--- src/rtl/pipe_shifter_pkg.sv ---
// pipe_shifter shared types: shift modes and fill-bit helper.
// Rotate support is selected by PIPE_SHIFTER_ROR_EN in the users of this package.
package pipe_shifter_pkg;

  localparam int MODE_W = 2;

  typedef enum logic [MODE_W-1:0] {
    SH_LSL = 2'b00,
    SH_LSR = 2'b01,
    SH_ASR = 2'b10,
    SH_ROR = 2'b11
  } shift_mode_t;

  function automatic logic fill_bit(
    input shift_mode_t mode,
    input logic        msb
  );
    return (mode == SH_ASR) ? msb : 1'b0;
  endfunction

endpackage

--- src/rtl/shift_layer.sv ---
// One combinational barrel-shifter mux layer shifting by DIST.
// Wrap-around paths exist only when PIPE_SHIFTER_ROR_EN is defined.
module shift_layer
  import pipe_shifter_pkg::*;
#(
  parameter int WIDTH = 32,
  parameter int DIST  = 1
) (
  input  logic [WIDTH-1:0] data_i,
  input  logic             en_i,
  input  shift_mode_t      mode_i,
  output logic [WIDTH-1:0] data_o
);

  logic fill;

  // MSB still equals the operand sign after earlier right-shift layers
  always_comb begin
    fill   = fill_bit(mode_i, data_i[WIDTH-1]);
    data_o = data_i;
    if (en_i) begin
      unique case (mode_i)
        SH_LSL: data_o = {data_i[WIDTH-DIST-1:0], {DIST{1'b0}}};
`ifdef PIPE_SHIFTER_ROR_EN
        SH_ROR: data_o = {data_i[DIST-1:0], data_i[WIDTH-1:DIST]};
`endif
        default: data_o = {{DIST{fill}}, data_i[WIDTH-1:DIST]};
      endcase
    end
  end

endmodule

--- src/rtl/pipe_shifter.sv ---
// Pipelined barrel shifter with valid/ready, carry and zero flags.
// Define PIPE_SHIFTER_ROR_EN to build rotate-right; otherwise mode 11 acts as LSR.
module pipe_shifter
  import pipe_shifter_pkg::*;
#(
  parameter int                 WIDTH     = 32,
  parameter int                 SHAMT_W   = $clog2(WIDTH),
  parameter logic [SHAMT_W-1:0] PIPE_MASK = SHAMT_W'(5'b00100),
  parameter int                 TAG_W     = 4
) (
  input  logic               clk,
  input  logic               rst_n,
  input  logic               flush,
  input  logic               in_valid,
  output logic               in_ready,
  input  logic [WIDTH-1:0]   in_data,
  input  logic [SHAMT_W-1:0] in_shamt,
  input  logic [MODE_W-1:0]  in_mode,
  input  logic [TAG_W-1:0]   in_tag,
  output logic               out_valid,
  input  logic               out_ready,
  output logic [WIDTH-1:0]   out_data,
  output logic               out_carry,
  output logic               out_zero,
  output logic [TAG_W-1:0]   out_tag
);

  logic advance;

  logic [WIDTH-1:0]   st_data  [SHAMT_W+1];
  logic               st_valid [SHAMT_W+1];
  logic               st_carry [SHAMT_W+1];
  logic [TAG_W-1:0]   st_tag   [SHAMT_W+1];
  logic [SHAMT_W-1:0] st_shamt [SHAMT_W+1];
  shift_mode_t        st_mode  [SHAMT_W+1];
  logic [WIDTH-1:0]   ly_data  [SHAMT_W];

  logic [SHAMT_W-1:0] lsl_idx;
  logic [SHAMT_W-1:0] rsh_idx;
  logic               in_carry;

  logic               out_valid_d, out_valid_q;
  logic [WIDTH-1:0]   out_data_d, out_data_q;
  logic               out_carry_d, out_carry_q;
  logic               out_zero_d, out_zero_q;
  logic [TAG_W-1:0]   out_tag_d, out_tag_q;

  assign advance  = !out_valid_q || out_ready;
  assign in_ready = advance && !flush;

  // ROR's result MSB is in_data[shamt-1], same as the right shifts
  always_comb begin
    lsl_idx  = SHAMT_W'(0) - in_shamt;
    rsh_idx  = in_shamt - SHAMT_W'(1);
    in_carry = 1'b0;
    if (in_shamt != '0) begin
      in_carry = (in_mode == SH_LSL) ? in_data[lsl_idx] : in_data[rsh_idx];
    end
  end

  assign st_data[0]  = in_data;
  assign st_valid[0] = in_valid && in_ready;
  assign st_carry[0] = in_carry;
  assign st_tag[0]   = in_tag;
  assign st_shamt[0] = in_shamt;
  assign st_mode[0]  = shift_mode_t'(in_mode);

  for (genvar k = 0; k < SHAMT_W; k++) begin : g_layer
    shift_layer #(
      .WIDTH(WIDTH),
      .DIST (1 << k)
    ) u_layer (
      .data_i(st_data[k]),
      .en_i  (st_shamt[k][k]),
      .mode_i(st_mode[k]),
      .data_o(ly_data[k])
    );

    if (PIPE_MASK[k]) begin : g_reg
      logic               valid_q;
      logic [WIDTH-1:0]   data_q;
      logic               carry_q;
      logic [TAG_W-1:0]   tag_q;
      logic [SHAMT_W-1:0] shamt_q;
      shift_mode_t        mode_q;

      always_ff @(posedge clk) begin
        if (!rst_n)       valid_q <= 1'b0;
        else if (flush)   valid_q <= 1'b0;
        else if (advance) valid_q <= st_valid[k];
      end

      always_ff @(posedge clk) begin
        if (advance) begin
          data_q  <= ly_data[k];
          carry_q <= st_carry[k];
          tag_q   <= st_tag[k];
          shamt_q <= st_shamt[k];
          mode_q  <= st_mode[k];
        end
      end

      assign st_valid[k+1] = valid_q;
      assign st_data[k+1]  = data_q;
      assign st_carry[k+1] = carry_q;
      assign st_tag[k+1]   = tag_q;
      assign st_shamt[k+1] = shamt_q;
      assign st_mode[k+1]  = mode_q;
    end else begin : g_wire
      assign st_valid[k+1] = st_valid[k];
      assign st_data[k+1]  = ly_data[k];
      assign st_carry[k+1] = st_carry[k];
      assign st_tag[k+1]   = st_tag[k];
      assign st_shamt[k+1] = st_shamt[k];
      assign st_mode[k+1]  = st_mode[k];
    end
  end

  always_comb begin
    out_valid_d = out_valid_q;
    out_data_d  = out_data_q;
    out_carry_d = out_carry_q;
    out_zero_d  = out_zero_q;
    out_tag_d   = out_tag_q;
    if (flush) begin
      out_valid_d = 1'b0;
    end else if (advance) begin
      out_valid_d = st_valid[SHAMT_W];
      out_data_d  = st_data[SHAMT_W];
      out_carry_d = st_carry[SHAMT_W];
      out_zero_d  = (st_data[SHAMT_W] == '0);
      out_tag_d   = st_tag[SHAMT_W];
    end
  end

  always_ff @(posedge clk) begin
    if (!rst_n) begin
      out_valid_q <= 1'b0;
      out_data_q  <= '0;
      out_carry_q <= 1'b0;
      out_zero_q  <= 1'b0;
      out_tag_q   <= '0;
    end else begin
      out_valid_q <= out_valid_d;
      out_data_q  <= out_data_d;
      out_carry_q <= out_carry_d;
      out_zero_q  <= out_zero_d;
      out_tag_q   <= out_tag_d;
    end
  end

  assign out_valid = out_valid_q;
  assign out_data  = out_data_q;
  assign out_carry = out_carry_q;
  assign out_zero  = out_zero_q;
  assign out_tag   = out_tag_q;

endmodule

--- config.mk ---
export PLATFORM = sky130hd
export DESIGN_NAME = pipe_shifter
export DESIGN_NICKNAME = d
export VERILOG_FILES = /design/src/rtl/pipe_shifter_pkg.sv /design/src/rtl/shift_layer.sv /design/src/rtl/pipe_shifter.sv
export SDC_FILE = /design/constraint.sdc
export NUM_CORES = 1
export LEC_CHECK = 0
export CAP_MARGIN = 20
export CORE_ASPECT_RATIO = 1.5
export CORE_UTILIZATION = 57
export CTS_CLUSTER_DIAMETER = 30
export DETAILED_ROUTE_END_ITERATION = 7
export PLACE_DENSITY = 0.82
export SLEW_MARGIN = 20
export SYNTH_ARGS = -nofsm -noshare
export SYNTH_HDL_FRONTEND = slang
export SYNTH_SLANG_ARGS = --single-unit
--- constraint.sdc ---
create_clock -name clk -period 4.9 [get_ports clk]
set_clock_uncertainty 0.05 [all_clocks]
set_input_delay 0.49 -clock clk [delete_from_list [all_inputs] [get_ports clk]]
set_output_delay 0.49 -clock clk [all_outputs]
set_load 0.005 [all_outputs]
==> results of run 1 <==
==> final timing paths <==
path / from / end / slack (ns) / depth (start not counted)
max: g_layer[2].g_reg.mode_q[0]$_DFFE_PN_ / out_zero$_SDFFE_PN0P_ / 1.51 / 7
min: out_data[30]$_SDFFE_PN0P_ / out_data[30]$_SDFFE_PN0P_ / 0.41 / 2
max reg2reg: g_layer[2].g_reg.mode_q[0]$_DFFE_PN_ / out_zero$_SDFFE_PN0P_ / 1.51 / 7
min reg2reg: out_data[30]$_SDFFE_PN0P_ / out_data[30]$_SDFFE_PN0P_ / 0.41 / 2
==> cells in the final DEF (no fill, tap or decap), types with 29 or more instances in the layout <==
cell type / instances
a21oi_1: 70
a31oi_1: 29
clkdlybuf4s50_1: 84
dfxtp_1: 40
edfxtp_1: 41
mux2i_1: 36
mux4_2: 31
nand2_1: 157
nor2_1: 86
o21ai_0: 49
==> power by group <==
part           leakage [nW]  internal (mW)  switching, mW  total [mW]
clock network         0.140          0.363          0.277       0.639
registers             0.774          0.788         0.0782       0.866
logic                  2.08          0.296          0.366       0.662
==> registers in the layout, summed over array words and instances, names as in the netlist <==
register	count
g_layer.g_reg.tag_q	4
g_layer.g_reg.valid_q	1
g_layer.g_reg.mode_q	2
g_layer.g_reg.shamt_q	2
g_layer.g_reg.data_q	32
out_valid	1
out_data	32
out_zero	1
out_carry	1
g_layer.g_reg.carry_q	1
out_tag	4
==> critical path: cells and delay by family (launching register included) <==
kind               cells  cell delay [ns]
and+or+nand+nor        5             1.73
AOI/OAI and AO/OA      2             0.62
DFF                    1             0.88
==> logic make-up (layout without fill, tap and decap cells) <==
kind of cell,after synthesis,after routing
AO/OA/AOI/OAI,284,284
XOR/XNOR,3,3
adder cells (fa/ha/maj),2,2
buffers and inverters,99,134
flip-flops,81,81
multiplexers,74,74
AND/OR/NAND/NOR,325,325
==> metrics by stage <==
step,setup slack (ns),hold WS (ns),total power [mW]
after floorplan,1.38,0.380,1.28
after global placement,1.46,0.387,1.51
after detailed placement,1.40,0.404,1.53
after CTS,1.53,0.413,2.16
after global routing,1.33,0.429,2.27
final,1.51,0.408,2.17
==> area by class of cell <==
cell class                 count  area [um^2]
multi-input combinational    688         4510
fill                        1031         3890
sequential                    81         2030
timing repair buffer         104          996
clock buffer                  10          239
tap                          153          191
inverter                      14         52.6
clock inverter                 6         51.3
==> routing by layer <==
layer / vias to the layer above / track usage (%)
met4: 0 / 24.4
met3: 84 / 4.36
li1: 3285 / -
met1: 3287 / 37.1
met5: - / 0
met2: 372 / 62.2
==> impl_results.md, run 1 <==
* # resized after CTS at 0
* Main combinational cell family by area after synthesis: compound AO/OA/AOI/OAI gates
* Worst-margin pin slew at about 1.0 ns
* Asr flop ratio synth at 0%
* Fin. Hold Viols at 0
* Setup TNS at 0 ns
* Final Cycle Share at just under 70%
* Crit Path Max Fanout at 21
* Cell Area, Placed at just under 8000 um^2
* Area contributors post-synth: edfxtp_1, dfxtp_1, mux4_2, nand2_1, mux2i_1
* Remaining Overflow, GRT at 0
* Commonest cells in the netlist: nand2_1, nor2_1, a21oi_1, clkbuf_1, o21ai_0
* Gr usage total at between 30% and 40%
* Reg clk slew, reported paths at about 0.06 ns
* Mux cell area share after synthesis at between 10% and 20%
* Met3 routed WL at between 1000 and 1500 um
* Nature of the critical path startpoint: flip-flop
* Residual DRC at 0
* Most common cell in the synthesized netlist: nand2_1
* HP Class: flip-flop to flip-flop
* Final Net Count at between 900 and 1,000
* Final setup fails at 0
* Synth area leader: edfxtp_1
* Die H at about 140 um
* CP max-delay cell: edfxtp_1
* Clock latency on the worst-skew pair at roughly 0.34 ns
* CTS tree: yes
* DRT iter0 DRCs at about 420
* IO Count at 88
* Final core occ at 67.5%
* YS warnings at 0
* Diode count at 0
* Final Max Tran Viols at 0
* DRT Wirelength at around 21,000 um
* PD cells at between 200 and 300 nW/um^2
* Met1 Routed Length at around 7500 um
* Die area at between 10,000 and 15,000 um^2
* Sink Count at 81
* Largest net degree at the start of global routing at slightly below 100
* Hpwl dp at 15,900 um
* Number of global-route vias before repair at roughly 6,600
* Syn_area_per_cell at roughly 8.0 um^2
* Row cnt at between 40 and 50
* Final min period at between 3 and 4 ns
* Clock buffer depth at 2
* Routed len/inst at 20.2 um
* Adder-cell share of the synthesized area at less than 1%
* Via count at between 7,000 and 8,000
* Synth top area share at ~18%
* Initial core utilization at 58.3%
* Non-filler cells, final at 1,056
* Clk root buf: clkbuf_16
* Mapped Cells at 868
* Fmax at ~300 MHz
* Post-CTS setup buffers at 0
* CP max stage delay at 0.88 ns
* EDFF count, synth at 41
* Core box area at approximately 12,000 um^2
* Worst setup EP type: flip-flop
* Slew margin rel. at between 30% and 40%
* Met2 Wirelength at 11,200 um
* Worst setup path class: flip-flop to flip-flop
* WP data required at roughly 5.1 ns
* Post-synthesis compound-gate area fraction at 27.0%
* Post-Synth Simple-Gate Area at 20.5%
* Synth Flop Type: edfxtp_1
* RSZ-0062 raised after global routing: no
* CP arrival at about 3.6 ns
* Leak Pwr at around 3.0 nW
* Max-cap violation count at 0
* Sequential area share after synthesis at 29.1%
* Total CTS buffers at 9
* Die X at just over 90 um
* Status: complete, no violations
* Uppermost routed layer: met4
* Initial antenna violation count at 0
* XOR/XNOR share of the synthesized area at less than 1%
* GPL Wtd Cong at 1.01
* IO Port Bufs at 87
* First-pass GRT wire length at ~34,000 um
* Via density per instance at between 6 and 7
* Mapped Area at about 7000 um^2
* #FFs+latches synth at 81
* CTS Hold Bufs at 0
* H-tree levels at 3
* Routed Antenna Nets at 0
* Critical Path Most Common Cell: or4_1
* Worst path cell trace: nand2b_1, nor3b_1, o32ai_2, nand2_1, or4_1, or4_1, o31ai_1
* Layout cells sized above 1 at between 10% and 20%
* Dpl cells at 1,040
* P&R area growth vs syn at 15.7%
* Fin area at just over 8000 um^2
* Drt first pass iters at 5
* Maximum vdd drop at about 0.00016 V
* Post-Syn Nets at about 920
* Netlist cell types at 67
(Power assumes the default switching activity.)
==> run 2: changes to the inputs <==
clock period = 3.17 ns   (was 4.9 ns; I/O delays follow)
==> run 2 against run 1 <==
Compared with the run above:
- first-iteration DRC count down 1.9%
- global-route usage up 1.6 points
- clock power up 96%
- cell count up 2.5%
- non-clock buffer count up 26
- routed wire length up 5.5%
- largest cell class unchanged
==> impl_results.md, run 2 (synthesis gave the netlist of run 1 again) <==
* Status: complete, no violations
* Residual DRC at 0
* Largest net degree at the start of global routing at 72
* DRT iter0 DRCs at ~410
* Worst setup EP type: flip-flop
* Slew margin rel. at about 40%
* Cell Area, Placed at ~8000 um^2
* Via density per instance at 6.68
* Row cnt at between 40 and 50
* Fmax at approximately 360 MHz
* Final setup fails at 0
* CTS tree: yes
* HP Class: flip-flop to flip-flop
* RSZ-0062 raised after global routing: no
* Setup TNS at 0 ns
* CP max stage delay at 0.53 ns
* Worst-margin pin slew at 0.883 ns
* Leak Pwr at between 3 and 4 nW
* PD cells at ~440 nW/um^2
* Final min period at between 2 and 3 ns
* Sink Count at just over 80
* IO Port Bufs at 87
* Number of global-route vias before repair at 6,834
* Routed Antenna Nets at 0
* Routed len/inst at 20.9 um
* Gr usage total at between 30 and 40%
* Crit Path Max Fanout at 8
* Clock latency on the worst-skew pair at about 0.34 ns
* Post-CTS setup buffers at 0
* Fin. Hold Viols at 0
* Most frequent cells in the layout: nand2_1, nor2_1, clkdlybuf4s50_1
* DRT Wirelength at between 20,000 and 25,000 um
* CTS Hold Bufs at 0
* CP arrival at just under 3 ns
* Initial core utilization at just under 60%
* Die H at 137 um
* Fin area at around 8400 um^2
* Top Usage Layer GRT: met2
* CP max-delay cell: or4_1
* Critical Path Most Common Cell: or4_1
* Maximum vdd drop at between 0.0002 and 0.00025 V
* Final Net Count at roughly 970
* Crit path max-delay family: simple AND/OR/NAND/NOR gates
* Remaining Overflow, GRT at 0
* Commonest non-fill, non-tap cell in the layout: nand2_1
* Initial antenna violation count at 0
* Die area at between 10,000 and 15,000 um^2
* Nature of the critical path startpoint: flip-flop
* GR Util met1 at a little under two fifths
* Diode count at 0
* Drt first pass iters at 7
* Via count at 7,233
* Final-layout fill cell count at 981
* Met2 Use GR at between 60 and 70%
* M3 GR Usage at 3.92%
* Clk root buf: clkbuf_16
* Clock buffer depth at 2
* Core box area at 12,000 um^2
* Worst setup path class: flip-flop to flip-flop
* Worst path buffer plus inverter count at 1
* WP data required at 3.38 ns
* P&R area growth vs syn at 20.0%
* # resized after CTS at 0
* Final Cycle Share at between 80% and 90%
* Layout cells sized above 1 at 13.6%
* Reg clk slew, reported paths at about 0.06 ns
* Die X at between 90 and 100 um
* Total CTS buffers at 9
* Final Max Tran Viols at 0
* Worst path cell trace: buf_4, nor2b_4, o21a_1, o32ai_2, nand2_1, or4_1, or4_1, o31ai_1
* First-pass GRT wire length at ~35,000 um
* IO Count at 88
* H-tree levels at 3
* Final core occ at approximately 70%
* GPL Wtd Cong at between 1 and 1.5
* Hpwl dp at 17,300 um
* Max-cap violation count at 0
-- run 2: worst paths after layout --
kind                                                      startpoint                   endpoint  slack, ns  cells past startpoint
worst min register to register             out_data[29]$_SDFFE_PN0P_  out_data[29]$_SDFFE_PN0P_       0.41                      2
worst min-delay path                       out_data[29]$_SDFFE_PN0P_  out_data[29]$_SDFFE_PN0P_       0.41                      2
worst max register to register  g_layer[2].g_reg.mode_q[0]$_DFFE_PN_      out_zero$_SDFFE_PN0P_       0.41                      8
worst max-delay path            g_layer[2].g_reg.mode_q[0]$_DFFE_PN_      out_zero$_SDFFE_PN0P_       0.41                      8
-- run 2: cell type report --
type                            instances  area (um^2)  share of cell area [%]
Inverter                               14         52.6                   0.628
Clock buffer                           12          300                    3.59
Sequential cell                        81         2030                    24.3
Multi-Input combinational cell        688         4510                    53.9
Clock inverter                          4         75.1                   0.897
Tap cell                              153          191                    2.29
Timing Repair Buffer                  130         1200                    14.4
-- run 2: report_power, final --
part           internal (mW)  switching [mW]
clock                  0.834           0.413
sequential              1.22           0.110
combinational          0.485           0.595
total                   2.54            1.12
-- run 2: tightest hold or removal path: stages, from the launching register on --
cell      delay [ns]
dfxtp_1         0.30
nand2_1         0.05
a21boi_0        0.06
-- run 2: routing by layer --
layer  up-vias  wire (um)
met5         -          0
met4         0       1760
met3       113       1240
met2       405      11700
met1      3379       7830
li1       3336          -
-- run 2: through the flow --
| stage | instances | setup WS, ns | power, mW | hold WS [ns] |
|---|---|---|---|---|
| floorplan | 868 | 0.0282 | 1.98 | 0.366 |
| global placement | 1066 | 0.419 | 2.37 | 0.387 |
| detailed placement | 1066 | 0.326 | 2.40 | 0.406 |
| CTS | 1082 | 0.416 | 3.63 | 0.413 |
| global route | 1082 | 0.306 | 3.80 | 0.437 |
| finish | 1082 | 0.412 | 3.65 | 0.408 |
